<file path="src/rtl/dpll_if.sv">
// dpll_if: PFD inputs, DCO mode and loop status bundle (lock present with PLL_LOCK_DETECT_EN)
interface dpll_if #(parameter int SPEED_W = 8);
  logic d1;
  logic d2;
  logic mod;
  logic up;
  logic dn;
  logic [SPEED_W-1:0] speed_var;
  logic signal_out;
`ifdef PLL_LOCK_DETECT_EN
  logic lock;
  modport master(output d1, d2, mod, input up, dn, speed_var, signal_out, lock);
  modport slave(input d1, d2, mod, output up, dn, speed_var, signal_out, lock);
`else
  modport master(output d1, d2, mod, input up, dn, speed_var, signal_out);
  modport slave(input d1, d2, mod, output up, dn, speed_var, signal_out);
`endif
endinterface

</file>
<file path="src/rtl/dpll_core.sv">
// dpll_core: PFD + saturating integrator + phase-accumulator DCO; lock detect under PLL_LOCK_DETECT_EN
module dpll_core #(
  parameter int SPEED_W     = 8,
  parameter int SPEED_RST   = 128,
  parameter int KI          = 1,
  parameter int ACC_W       = 16,
  parameter int BASE_INC    = 256,
  parameter int LOCK_CYCLES = 16
) (
  input logic   clk,
  input logic   rst,
  dpll_if.slave bus
);
  localparam logic [SPEED_W:0] SPEED_MAX = {1'b0, {SPEED_W{1'b1}}};
  localparam logic [SPEED_W:0] KI_W = (SPEED_W + 1)'(KI);
  logic d1_q, d2_q, up_q, dn_q, up_n, dn_n, sig_q;
  logic [SPEED_W-1:0] speed_q, speed_n;
  logic [SPEED_W:0] sum, diff;
  logic [ACC_W-1:0] acc_q, inc_full, inc;
  // edge detect, filter step with clamping, DCO increment selection
  always_comb begin
    up_n = up_q | (bus.d1 & ~d1_q);
    dn_n = dn_q | (bus.d2 & ~d2_q);
    sum = {1'b0, speed_q} + KI_W;
    diff = {1'b0, speed_q} - KI_W;
    speed_n = up_q ? (sum > SPEED_MAX ? SPEED_MAX[SPEED_W-1:0] : sum[SPEED_W-1:0]) :
              dn_q ? (diff[SPEED_W] ? '0 : diff[SPEED_W-1:0]) : speed_q;
    inc_full = ACC_W'(BASE_INC) + ACC_W'(speed_q);
    inc = bus.mod ? inc_full >> 1 : inc_full;
  end
  // PFD flags clear together when both edges have been seen; accumulator wraps naturally
  always_ff @(posedge clk) begin
    if (rst) begin
      d1_q <= 1'b0;
      d2_q <= 1'b0;
      up_q <= 1'b0;
      dn_q <= 1'b0;
      speed_q <= SPEED_W'(SPEED_RST);
      acc_q <= '0;
      sig_q <= 1'b0;
    end else begin
      d1_q <= bus.d1;
      d2_q <= bus.d2;
      up_q <= up_n & ~dn_n;
      dn_q <= dn_n & ~up_n;
      speed_q <= speed_n;
      acc_q <= acc_q + inc;
      sig_q <= acc_q[ACC_W-1];
    end
  end
  assign bus.up = up_q;
  assign bus.dn = dn_q;
  assign bus.speed_var = speed_q;
  assign bus.signal_out = sig_q;
`ifdef PLL_LOCK_DETECT_EN
  localparam int CW = $clog2(LOCK_CYCLES + 1);
  logic [CW-1:0] cnt_q;
  // count consecutive quiet cycles, saturating at the lock threshold
  always_ff @(posedge clk) begin
    if (rst || up_q || dn_q) cnt_q <= '0;
    else if (cnt_q != CW'(LOCK_CYCLES)) cnt_q <= cnt_q + CW'(1);
  end
  assign bus.lock = cnt_q == CW'(LOCK_CYCLES);
`endif
endmodule

</file>
<file path="src/flat_wrapper.sv">
// flat-port wrapper written by rule: the top's interface ports become plain ports
module dpll_core_flat 
#(
  parameter int SPEED_W     = 8,
  parameter int SPEED_RST   = 128,
  parameter int KI          = 1,
  parameter int ACC_W       = 16,
  parameter int BASE_INC    = 256,
  parameter int LOCK_CYCLES = 16
)
  (clk, rst, bus_d1, bus_d2, bus_mod, bus_up, bus_dn, bus_speed_var, bus_signal_out);
  dpll_if #(.SPEED_W(SPEED_W)) bus_i ();
  input logic clk;
  input logic rst;
  input wire logic [$bits(bus_i.d1)-1:0] bus_d1;
  input wire logic [$bits(bus_i.d2)-1:0] bus_d2;
  input wire logic [$bits(bus_i.mod)-1:0] bus_mod;
  output wire logic [$bits(bus_i.up)-1:0] bus_up;
  output wire logic [$bits(bus_i.dn)-1:0] bus_dn;
  output wire logic [$bits(bus_i.speed_var)-1:0] bus_speed_var;
  output wire logic [$bits(bus_i.signal_out)-1:0] bus_signal_out;
  assign bus_i.d1 = bus_d1;
  assign bus_i.d2 = bus_d2;
  assign bus_i.mod = bus_mod;
  assign bus_up = bus_i.up;
  assign bus_dn = bus_i.dn;
  assign bus_speed_var = bus_i.speed_var;
  assign bus_signal_out = bus_i.signal_out;
  dpll_core #(.SPEED_W(SPEED_W), .SPEED_RST(SPEED_RST), .KI(KI), .ACC_W(ACC_W), .BASE_INC(BASE_INC), .LOCK_CYCLES(LOCK_CYCLES)) u_core (.clk(clk), .rst(rst), .bus(bus_i));
endmodule
</file>
<file path="config.mk">
export PLATFORM = sky130hd
export DESIGN_NAME = dpll_core_flat
export DESIGN_NICKNAME = d
export VERILOG_FILES = /design/src/rtl/dpll_if.sv /design/src/rtl/dpll_core.sv /design/src/flat_wrapper.sv
export SDC_FILE = /design/constraint.sdc
export NUM_CORES = 1
export LEC_CHECK = 0
export BUFFER_PORTS_ARGS = -buffer_cell sky130_fd_sc_hd__clkbuf_2
export CORE_UTILIZATION = 45
export DETAILED_ROUTE_END_ITERATION = 12
export SLEW_MARGIN = 0
export SYNTH_ARGS = -nofsm -noshare
export SYNTH_HDL_FRONTEND = slang
export SYNTH_SLANG_ARGS = --single-unit
</file>
<file path="constraint.sdc">
create_clock -name clk -period 5.67 [get_ports clk]
set_clock_uncertainty 0.05 [all_clocks]
set_input_delay 0.567 -clock clk [delete_from_list [all_inputs] [get_ports clk]]
set_output_delay 0.567 -clock clk [all_outputs]
set_load 0.005 [all_outputs]
</file>
Yosys cells after proc, flatten, opt, wreduce, memory -nomap -nowiden

Cells that the tools add are included.

Flip-flop bits (word level): 29
Word-level logic and storage cells: 28

$add $sub $neg: 4
$lt $le $gt $ge: 1
Mux-type cells: 5
Bitwise gates (word level): 10
Reduce and logical (&&, ||, !) cells: 1

Operator list:

| cell                                                                 | number |
|---|---|
| 8-bit 2-to-1 mux                                                     | 4 |
| 16-bit adder                                                         | 1 |
| 16-bit 2-to-1 mux                                                    | 1 |
| 9-bit by 8-bit adder with 10-bit output, first input constant        | 1 |
| 8-bit by 1-bit adder with 9-bit output, second input constant        | 1 |
| 9-bit by 8-bit > comparator with 1-bit output, second input constant | 1 |
| 8-bit by 1-bit subtractor with 9-bit output, second input constant   | 1 |
| 1-bit AND                                                            | 4 |
| 1-bit inverter                                                       | 4 |
| 1-bit bitwise OR                                                     | 2 |
| 2-bit nonzero test                                                   | 1 |

Logic depth before layout (Yosys ltp)

Word-level depth: 5
Mapped depth: 11
Mapped depth without buffers: 10

Worst setup path after synthesis

Ideal clock, no wire load.

Kind: input-to-reg
From: in bus_mod
To: reg u_core.acc_q[8]
Arrival time: 2,530 ps
Slack: 2,969 ps
Cell stages on the path: 10
Buffers on the path: 1
Path through: clkbuf_1 -> o21ai_0 -> ha_1 -> fa_1 -> a21o_1 -> a21oi_1 -> o21bai_1 -> a211oi_1 -> o21bai_1 -> mux2_2

Word-level cells in the longest chain between the ends: 2

RTL lines:

| what                   | RTL line           | source |
|---|---|---|
| start: declaration     | flat_wrapper.sv:17 | `input wire logic [$bits(bus_i.mod)-1:0] bus_mod;` |
| 16-bit 2-to-1 mux      | dpll_core.sv:29    | `inc = bus.mod ? inc_full >> 1 : inc_full;` |
| 16-bit adder           | dpll_core.sv:47    | `acc_q <= acc_q + inc;` |
| end signal: assignment | dpll_core.sv:47    |  |
| end: declaration       | dpll_core.sv:19    | `logic [ACC_W-1:0] acc_q, inc_full, inc;` |

No other way between the ends.
A chain may end at the register's enable or synchronous reset.

Worst setup path in the final report

From: reg u_core.speed_q[1], in the netlist u_core.bus.speed_var[1]
To: reg u_core.acc_q[9]

Word-level cells in the longest chain between the ends: 3

RTL lines:

| what                                    | RTL line        | source |
|---|---|---|
| start: declaration                      | dpll_core.sv:17 | `logic [SPEED_W-1:0] speed_q, speed_n;` |
| start signal: assignment                | dpll_core.sv:38 | `speed_q <= SPEED_W'(SPEED_RST);` |
| start signal: assignment                | dpll_core.sv:46 | `speed_q <= speed_n;` |
| 9-bit by 8-bit adder with 10-bit output | dpll_core.sv:28 | `inc_full = ACC_W'(BASE_INC) + ACC_W'(speed_q);` |
| 16-bit 2-to-1 mux                       | dpll_core.sv:29 |  |
| 16-bit adder                            | dpll_core.sv:47 |  |

No other way between the ends.

==> impl_metrics.ini <==
[logic_synthesis]
synth_nets = 244
synth_edf_count = 0
synth_seq_cells = 29
synthArstFlopShare = 0
synthFlopType = dfxtp_1
syn_inst = 226
ys_warn_count = 0
netlist_area_um2 = 1880
ys_seq_area_frac = 0.310
avgSynthCellArea_um2 = 8.30
yosysUniqueCellTypes = 47

[clocking]
cts_setup_buffers = 0
h-tree-depth = 2
cts_buffers = 5
cts.clk_slew.worst_paths_ns = 0.07
cts_resized = 0
cts_tree = yes
cts_sinks = 29
clk_path_buf_depth = 2
clk_latency_ns = 0.28
root_buffer = clkbuf_8
postCtsHoldBufs = 0

[setup_path]
crit_required_ns = 5.77
crit_arrival_ns = 3.02
path_class = register to register
crit_path_max_fanout = 12
critical_path.endpoint_type = register
crit_path_start_kind = register

[placement]
dp_hpwl_mm = 2.73
place.gp.congestion = 0.784
pre_cts_ws_ns = 2.68
port_buffers = 15

[global_routing]
antenna_found_initial = 0
grt_pass1_wl_mm = 6.30
grt_max_degree = 30
grt_overflow = 0
grt_use_total = 0.189
grt_pass1_vias = 1321

[die]
start_util = 0.469
coreArea_um2 = 4000
die_h_um = 66.6
dieArea_um2 = 4430
num_rows = 23
boundaryPins = 16
die_w_um = 66.6

[sta]
hold_viol = 0
fin_crit_ns = 2.92
fmax_mhz = 342
period_share = 0.515
maxSlewHeadroom = 0.587
setup_viol = 0
setup_ws_ns = 2.75
tightest_slew_ns = 0.620
slew_violations = 0
fin_setup_tns_ns = 0
grt_setup_unrepaired = false

[pwr]
total_power_mw = 0.571
ir_drop_v = 0.000131
power_density_nw_per_um2 = 283
leakage_nw = 0.834

[run_status]
status = complete, no violations

[cells_and_area]
n_fill_cell = 411
drive_above_1_share = 0.142
area_growth_pct = 7.54
num_antenna_cells = 0
finish.net_count = 256
seqCellArea_um2 = 581
multi_input_area_um2 = 1160

[drt]
antenna_left = 0
drtPass1Iterations = 4
num_vias = 1589
wire_per_inst_um = 13.2
drcViolationCount = 0
drtIter0Drc = 72
drt_wl_total_mm = 3.81
avgViaCountPerCell = 5.50

[flow_run]
cap_violations = 0

[worst_hold_path]
hp-class = register to register
where the power goes:
part | switching (mW) | internal [mW]
Sequential | 0.0257 | 0.226
Clock | 0.0850 | 0.0846
Combinational | 0.0829 | 0.0673
cells by family after synthesis:
| family | share of synthesized area |
|---|---|
| xor+xnor | 0.0420 |
| buf+inv | 0.0740 |
| flops | 0.310 |
| compound gates | 0.226 |
| simple gates | 0.223 |
| mux | 0.0340 |
| fa+ha+maj | 0.0907 |
per-stage QoR:
stage          hold slack (ns)  area [µm²]  utilization  cells
6_report                 0.432        2020        0.504    289
5_1_grt                  0.451        2020        0.504    289
4_1_cts                  0.433        2020        0.504    289
3_5_place_dp             0.422        1930        0.483    281
3_3_place_gp             0.412        1930        0.483    281
2_1_floorplan            0.397        1880            -    226
Yosys cell counts, types with 5 or more instances:
library cell | number | area (µm²)
a21oi_1 | 15 | 75.1
nor2b_1 | 6 | 37.5
xor2_1 | 5 | 43.8
or3_1 | 6 | 37.5
inv_1 | 15 | 56.3
nand4_1 | 5 | 31.3
nand2_1 | 19 | 71.3
and3_1 | 5 | 31.3
ha_1 | 12 | 150
nand3_1 | 6 | 30.0
dfxtp_1 | 29 | 581
o21ai_0 | 23 | 115
nor2_1 | 16 | 60.1
a211oi_1 | 5 | 37.5
cells in the final DEF, fill, tap and decap left out, types with 3 or more instances in the layout:
cell      netlist  final
dfxtp_1        29     29
clkbuf_2        1     15
a21oi_1        15     15
or3_1           6      6
a211oi_1        5      5
nor2b_1         6      6
inv_1          15     15
xnor2_1         4      4
and3_1          5      5
clkbuf_8        3      5
mux2i_1         3      3
o21ai_0        23     23
nand2b_1        3      3
nand2_1        19     19
a21o_1          3      3
nand3_1         6      6
nand4_1         5      5
a311oi_1        3      3
nor2_1         16     16
ha_1           12     12
mux2_2          3      3
xor2_1          5      5
o21bai_1        4      4
worst max-delay path: stages, from the launching register on:
cell      delay (ns)
dfxtp_1         0.57
inv_1           0.16
o21ai_0         0.35
ha_1            0.30
a21o_1          0.15
a21oi_1         0.28
o211ai_1        0.16
a41oi_1         0.52
xor2_1          0.20
nor2_1          0.05
final timing paths:
kind,end,slack [ns],from,cells past startpoint
setup / recovery,u_core.acc_q[9],2.75,u_core.bus.speed_var[1],9
hold / removal,u_core.bus.signal_out,0.43,u_core.acc_q[15],1
setup reg to reg,u_core.acc_q[9],2.75,u_core.bus.speed_var[1],9
hold reg to reg,u_core.bus.signal_out,0.43,u_core.acc_q[15],1
area by class of cell:
type	count	area share
Multi-Input combinational cell	172	0.573
Clock inverter	3	0.00868
Sequential cell	29	0.288
Timing Repair Buffer	15	0.0372
Tap cell	50	0.0310
Inverter	15	0.0279
Clock buffer	5	0.0341
flip-flops by register name, summed over array words and instances, names as in the netlist:
| register | count |
|---|---|
| u_core.acc_q | 16 |
| u_core.bus.dn | 1 |
| u_core.bus.signal_out | 1 |
| u_core.bus.speed_var | 8 |
| u_core.bus.up | 1 |
| u_core.d1_q | 1 |
| u_core.d2_q | 1 |
layer usage:
| layer | up-vias | GRT usage | share of wire |
|---|---|---|---|
| li1 | 832 | - | - |
| met1 | 736 | 0.264 | 0.52 |
| met2 | 16 | 0.275 | 0.44 |
| met3 | 5 | 0.0548 | 0.034 |
| met4 | 0 | 0.0559 | 0.0094 |
| met5 | - | 0 | 0 |
Note: power is estimated with default switching activity, not from simulation.
